$ cat src/rtl/alu_pkg.sv
// alu_pkg: opcode constants, default operand width and command layout shared by the ALU issuer.
package alu_pkg;
    localparam int ALU_WIDTH = 32;
    localparam logic [2:0] OP_ADD = 3'b000;
    localparam logic [2:0] OP_SUB = 3'b001;
    localparam logic [2:0] OP_AND = 3'b010;
    localparam logic [2:0] OP_XOR = 3'b011;
    localparam logic [2:0] OP_SLT = 3'b101;

    typedef struct packed {
        logic [2:0]           op;
        logic [ALU_WIDTH-1:0] a;
        logic [ALU_WIDTH-1:0] b;
    } alu_cmd_t;

    function automatic logic op_reserved(input logic [2:0] op);
        return !(op inside {OP_ADD, OP_SUB, OP_AND, OP_XOR, OP_SLT});
    endfunction
endpackage

$ cat src/rtl/alu_cmd_fifo.sv
// alu_cmd_fifo: synchronous FIFO for packed {op,a,b} commands; caller never pushes when full or pops when empty.
module alu_cmd_fifo #(
    parameter int W     = 67,
    parameter int DEPTH = 4
) (
    input  logic         clk,
    input  logic         rst,
    input  logic         i_push,
    input  logic         i_pop,
    input  logic [W-1:0] i_data,
    output logic [W-1:0] o_data,
    output logic         o_full,
    output logic         o_empty
);
    localparam int AW = $clog2(DEPTH);

    logic [W-1:0]  r_mem [DEPTH];
    logic [AW-1:0] r_wr;
    logic [AW-1:0] r_rd;
    logic [AW:0]   r_count;

    assign o_data  = r_mem[r_rd];
    assign o_full  = r_count == (AW+1)'(DEPTH);
    assign o_empty = r_count == '0;

    always_ff @(posedge clk) begin
        if (i_push) r_mem[r_wr] <= i_data;
    end

    always_ff @(posedge clk) begin
        if (rst) begin
            r_wr    <= '0;
            r_rd    <= '0;
            r_count <= '0;
        end else begin
            if (i_push) r_wr <= r_wr + 1'b1;
            if (i_pop) r_rd <= r_rd + 1'b1;
            r_count <= r_count + (AW+1)'(i_push) - (AW+1)'(i_pop);
        end
    end
endmodule

$ cat src/rtl/alu_cmd_issuer.sv
// alu_cmd_issuer: queues ALU requests, drives the combinational ALU from the FIFO head and returns tagged results.
// Define ALU_ISSUER_OPCHECK_EN to trap reserved opcodes (result 0, rsp_err 1) instead of forwarding them.
module alu_cmd_issuer
    import alu_pkg::*;
#(
    parameter int WIDTH = ALU_WIDTH,
    parameter int DEPTH = 4,
    parameter int TAG_W = 8
) (
    input  logic             clk,
    input  logic             rst,
    input  logic             cmd_valid,
    output logic             cmd_ready,
    input  logic [WIDTH-1:0] cmd_a,
    input  logic [WIDTH-1:0] cmd_b,
    input  logic [2:0]       cmd_op,
    output logic [WIDTH-1:0] alu_a,
    output logic [WIDTH-1:0] alu_b,
    output logic [2:0]       alu_control,
    input  logic [WIDTH-1:0] alu_result,
    output logic             rsp_valid,
    input  logic             rsp_ready,
    output logic [WIDTH-1:0] rsp_result,
    output logic [TAG_W-1:0] rsp_tag,
    output logic             rsp_err
);
    localparam int DW = 2*WIDTH + 3;

    logic [DW-1:0]    w_head;
    logic [2:0]       w_head_op;
    logic             w_full;
    logic             w_empty;
    logic             w_push;
    logic             w_pop;
    logic             w_rsvd;
    logic             r_rsp_valid;
    logic [WIDTH-1:0] r_rsp_result;
    logic [TAG_W-1:0] r_rsp_tag;
    logic             r_rsp_err;
    logic [TAG_W-1:0] r_tag_cnt;

    alu_cmd_fifo #(.W(DW), .DEPTH(DEPTH)) u_fifo (
        .clk     (clk),
        .rst     (rst),
        .i_push  (w_push),
        .i_pop   (w_pop),
        .i_data  ({cmd_op, cmd_a, cmd_b}),
        .o_data  (w_head),
        .o_full  (w_full),
        .o_empty (w_empty)
    );

    // Ready ignores a same-cycle pop: a full FIFO never accepts.
    assign cmd_ready = !rst && !w_full;
    assign w_push    = cmd_valid && cmd_ready;
    assign w_pop     = !w_empty && (!r_rsp_valid || rsp_ready);
    assign w_head_op = w_head[DW-1 -: 3];

`ifdef ALU_ISSUER_OPCHECK_EN
    assign w_rsvd = !w_empty && op_reserved(w_head_op);
`else
    assign w_rsvd = 1'b0;
`endif

    assign alu_a       = w_empty ? '0 : w_head[2*WIDTH-1 -: WIDTH];
    assign alu_b       = w_empty ? '0 : w_head[WIDTH-1:0];
    assign alu_control = (w_empty || w_rsvd) ? OP_ADD : w_head_op;

    always_ff @(posedge clk) begin
        if (rst) begin
            r_rsp_valid  <= 1'b0;
            r_rsp_result <= '0;
            r_rsp_tag    <= '0;
            r_rsp_err    <= 1'b0;
            r_tag_cnt    <= '0;
        end else if (w_pop) begin
            r_rsp_valid  <= 1'b1;
            r_rsp_result <= w_rsvd ? '0 : alu_result;
            r_rsp_tag    <= r_tag_cnt;
            r_rsp_err    <= w_rsvd;
            r_tag_cnt    <= r_tag_cnt + 1'b1;
        end else if (rsp_ready) begin
            r_rsp_valid  <= 1'b0;
        end
    end

    assign rsp_valid  = r_rsp_valid;
    assign rsp_result = r_rsp_result;
    assign rsp_tag    = r_rsp_tag;
    assign rsp_err    = r_rsp_err;
endmodule

$ cat config.mk
export PLATFORM = sky130hd
export DESIGN_NAME = alu_cmd_issuer
export DESIGN_NICKNAME = d
export VERILOG_FILES = /design/src/rtl/alu_pkg.sv /design/src/rtl/alu_cmd_fifo.sv /design/src/rtl/alu_cmd_issuer.sv
export SDC_FILE = /design/constraint.sdc
export NUM_CORES = 1
export LEC_CHECK = 0
export ABC_AREA = 1
export CAP_MARGIN = 20
export CORE_UTILIZATION = 57
export DETAILED_ROUTE_END_ITERATION = 12
export GPL_TIMING_DRIVEN = 0
export HOLD_SLACK_MARGIN = 0.1
export PLACE_DENSITY = 0.85
export REMOVE_ABC_BUFFERS = 1
export SLEW_MARGIN = 5
export SYNTH_ARGS = -nofsm -noshare
export SYNTH_HDL_FRONTEND = slang
export SYNTH_SLANG_ARGS = --single-unit
$ cat constraint.sdc
create_clock -name clk -period 13.07 [get_ports clk]
set_input_delay 2.614 -clock clk [delete_from_list [all_inputs] [get_ports clk]]
set_output_delay 2.614 -clock clk [all_outputs]
set_load 0.02 [all_outputs]
---- After elaboration in Yosys (flattened, before gate mapping) ----
Memories as Yosys holds them, arrays and structs flattened. A register that Yosys moved wholly into a read port is not among the register bits.
Index checks and enable logic that the tools add are counted.
cells by class
  add/sub/neg operators ................... 5
  eq/ne operators ......................... 1
  muxes and demuxes ....................... 9
  reductions and logical operators ........ 10
operators by type and width
  cell                                          number
  two-way mux 32 bit                            2
  adder 8 x 1 -> 8 bit (second input constant)  1
  adder 2 x 1 -> 2 bit (second input constant)  2
  zero test 1 bit                               4
  two-way mux 1 bit                             4
  two-way mux 2 bit                             2
  adder 3 x 1 -> 3 bit                          1
  == test 3 bit (second input constant)         1
  logical AND 1 bit                             3
  zero test 3 bit                               1
  two-way mux 3 bit                             1
  subtractor 3 x 1 -> 3 bit                     1
  nonzero test 2 bit                            1
  logical OR 1 bit                              1
storage, ports and cells
  register bits ........................... 56
  bits in writable memories ............... 268
  output and inout port bits .............. 110
  word-level logic and storage cells ...... 33
  memories ................................ 1
memories
  name          depth  width  rd ports  clocked after memory_dff  write ports  line                source
  u_fifo.r_mem  4      67     1         1                         1            alu_cmd_fifo.sv:17  logic [W-1:0] r_mem [DEPTH];

---- Depth between registers and ports, before layout ----
  word-level depth ........................ 6
  depth in mapped cells ................... 10
  mapped depth without buffers ............ 9

---- Modules after synthesis ----
A second synthesis with hierarchy kept.
second synthesis, totals
  cells, all modules ...................... 1,220
  area total of the unflattened synthesis .. 13,454.2 sq um
by module, submodules not included
  module          instances  cells an instance  area each (sq um)
  alu_cmd_fifo    1          838                11,074.4
  alu_cmd_issuer  1          382                2,379.8

---- Worst setup path after synthesis ----
No wires, ideal clock.
  path kind ............................... input -> register
  start ................................... input rst
  end ..................................... memory u_fifo.r_mem[0][0], enable pin
  setup time .............................. 0.493 ns
  arrival ................................. 5.875 ns
  required time ........................... 12.577 ns
  slack ................................... 6.702 ns
  stages on the path ...................... 4
  buffers on the path ..................... 1
  path through ............................ buf_2 inv_2 nand3_1 nor2_1
on the way
  longest elaborated chain between the ends .. 5
RTL lines
  element                                  line                  source
  start: declaration                       alu_cmd_issuer.sv:11  input logic rst,
  zero test 1 bit                          alu_cmd_issuer.sv:54  assign cmd_ready = !rst && !w_full;
  logical AND 1 bit                        alu_cmd_issuer.sv:54
  logical AND 1 bit                        alu_cmd_issuer.sv:55  assign w_push = cmd_valid && cmd_ready;
  two-way mux 1 bit                        alu_cmd_fifo.sv:27    if (i_push) r_mem[r_wr] <= i_data;
  two-way mux 1 bit (not written as such)  alu_cmd_fifo.sv:27
  end: declaration                         alu_cmd_fifo.sv:17
No other way between the ends.

---- Worst setup path in the final report ----
  start ................................... input rst
  end ..................................... output cmd_ready
on the way
  longest elaborated chain between the ends .. 2
RTL lines
  element            line                  source
  zero test 1 bit    alu_cmd_issuer.sv:54
  logical AND 1 bit  alu_cmd_issuer.sv:54
  end: declaration   alu_cmd_issuer.sv:13  output logic cmd_ready,
No other way between the ends.

==> metrics.cfg <==
[worst_setup_path]
worstPathArrival_ns=4.30
r2r_end=u_fifo.r_count[2]
crit_path_end_kind=output port
critical_path_class=input port to output port
cpPeakStageDelay_ns=0.70
slowest_stage=clkdlybuf4s50_1
startpoint_type=input port
endpoint=cmd_ready
cpMostUsedCell=clkdlybuf4s50_1
critPathLaunch=rst
crit_chain=clkdlybuf4s50_1, a21oi_1, clkdlybuf4s50_1
timing.critical_path.buf_inv=2
path_delay_family=buffers and inverters
r2r_cells=8
cp.required_ns=10.46
reg2reg_slack_ns=10.46
reg2reg_from=u_fifo.r_count[2]
path_max_fanout=10
path_depth=3

[route]
ant_nets=0
firstDrtPassIters=5
via_per_inst=5.47
drcViolationCount=0
drtIter0Drc=702
totalWireLength_um=28100
vias=8668
routedWlPerCell_um=17.7

[power_and_ir_drop]
vdd_ir_drop_max_mv=0.157
powerDensity_nw_per_um2=230
clkPwrFrac_pct=24.7
swShare_pct=36.1
internal_power_mw=2.37
p_sw_mw=1.34
p_comb_share_pct=39.2
p_leak_nw=5.62
seqPwrFrac_pct=36.0
total_power_mw=3.71

[yosys]
syn_inst=1092
synth_seq_cells=326
ys.flop_type=edfxtp_1
synth.yosys.seq_area_share_pct=72.5
yosysUniqueCellTypes=27
synth-async-reset-ratio_pct=0
synth_edf_count=268
avgSynthCellArea_um2=11.6
syn_area_um2=12700
synth_top_cell_by_area=edfxtp_1
synth.most_common_cell=nor2_1
synth_area_leaders=edfxtp_1, nor2_1, dfxtp_1, o21ai_0, a21oi_1
yosys-top-cells-count=nor2_1, edfxtp_1, o21ai_0
synth_top_area_share_pct=63.4
yosysWarnings=0

[placement]
dp.cells=1526
io_buffers=211
dp_hpwl_um=16100
globalplace.congestion=0.737

[clock_network]
cts_tree=yes
clockRootBuffer=clkbuf_16
cts_hold_buf=0
ctsLongestPathBuffers=3
insertion_delay_ns=0.50
clk_pin_slew_ns=0.05
cts_setup_buffers=0
post_cts_resized=0
cts_buffers=34
cts.sinks=326
h-tree-depth=2

[sta]
tns_ns=0
fin_hold_ws_ns=0.474
fmax_mhz=145
layout_worst_path_cycle_share_pct=52.9
rsz0062_at_grt=no
skew_ns=0.0109
finalSetupViolCount=0
period_needed_ns=6.92
tightest_slew_ns=0.921
hold_viol_final=0
slew_viol_final=0
maxSlewHeadroom_pct=38.4

[final_layout]
nNetsFinal=1393
area_growth_syn_to_layout_pct=27.1
multi_input_area_um2=3030
register_area_um2=9220
final_util_pct=74.0
drive_gt1_share_pct=6.36
finalNonFillerCells=1586
num-fill-cells=1374
diodes=0

[global_route]
track_usage_pct=24.5
first_global_vias=8506
grt_max_degree=77
grt_overflow=0
antenna_found_initial=0
grt_pass1_wl_um=42700

[die]
die_y_um=151
num_rows=54
die_x_um=151
core_um2=21800
die_area_um2=22900
num_io_pins=213
start_util_pct=58.2

[run_status]
outcome=finished, final reports clean

[run]
maxCapViolCount=0

[hold_path]
hold_path_class=flip-flop to flip-flop

[stage by stage]
step,setup slack [ns],area [um^2]
final,6.15,16100
after global routing,6.06,16100
after CTS,6.15,16100
after detailed placement,6.17,15100
after global placement,3.37,14800
after floorplan,6.44,12300
[worst min-delay path by stage]
| stage | from | to | slack (ns) | cells past startpoint |
|---|---|---|---|---|
| floorplan | r_tag_cnt[4] | r_tag_cnt[4] | 0.43 | 2 |
| global placement | r_tag_cnt[4] | r_tag_cnt[4] | 0.45 | 2 |
| detailed placement | r_tag_cnt[4] | r_tag_cnt[4] | 0.46 | 2 |
| CTS | r_tag_cnt[4] | r_tag_cnt[4] | 0.48 | 2 |
| global route | r_tag_cnt[4] | r_tag_cnt[4] | 0.50 | 2 |
| finish | r_tag_cnt[4] | r_tag_cnt[4] | 0.47 | 2 |
[per-layer routing]
metal  track usage (%)  routed length [um]  up-vias
met1              29.6               10600     4116
met2              41.9               14100      359
met4              8.15                 572        0
met5                 0                   0        -
met3              7.35                2720       50
li1                  -                   -     4143
[logic make-up after synthesis]
group	count (synthesis)	share of synthesized area, %
adders and majority gates	8	0.847
buffers and inverters	93	3.85
and+or+nand+nor	405	12.3
xor gates and xnor gates	3	0.207
AOI/OAI and AO/OA	256	10.3
DFF	326	72.5
other	1	0.0295
[layout make-up]
class	count	share of cell area [%]
Clock buffer	43	5.80
Clock inverter	17	0.860
Inverter	25	0.628
Multi-Input combinational cell	673	18.8
Sequential cell	326	57.1
Tap cell	280	2.17
Timing Repair Buffer	222	14.7
[layout by cell type, fill, tap and decap left out, types with 3 or more instances in the layout]
master,Yosys,routed
nor2_1,368,364
edfxtp_1,268,268
clkdlybuf4s50_1,0,211
o21ai_0,145,145
a21oi_1,75,75
dfxtp_1,58,56
clkbuf_16,0,35
o21ai_1,32,32
nand2_1,22,22
inv_1,20,20
nand3_1,8,8
ha_1,7,7
clkinv_2,0,6
buf_12,0,6
nor2_4,1,5
clkbuf_1,16,5
clkinv_1,0,5
buf_16,0,5
inv_4,1,4
xor2_1,3,3
nand2_2,3,3
a21oi_2,3,3
clkbuf_8,0,3
[sequential cells by signal, summed over array words and instances (netlist names), named ones only]
register,cells
rsp_valid,1
u_fifo.r_wr,2
rsp_result,32
r_tag_cnt,8
u_fifo.r_rd,2
rsp_tag,8
u_fifo.r_count,3
u_fifo.r_mem,268
[power by group through the flow]
stage	Combinational, mW	Sequential, mW	Clock, mW
2_1_floorplan	0.712	1.41	0
3_3_place_gp	1.37	1.39	0
3_5_place_dp	1.45	1.36	0
4_1_cts	1.46	1.34	0.933
5_1_grt	1.59	1.35	0.971
6_report	1.46	1.34	0.919
[worst min-delay path: stages (launching register included)]
cell and delay [ns]:
dfxtp_1 0.33, inv_1 0.06, a21oi_1 0.05
No activity file was read; power rests on OpenSTA's default activity.
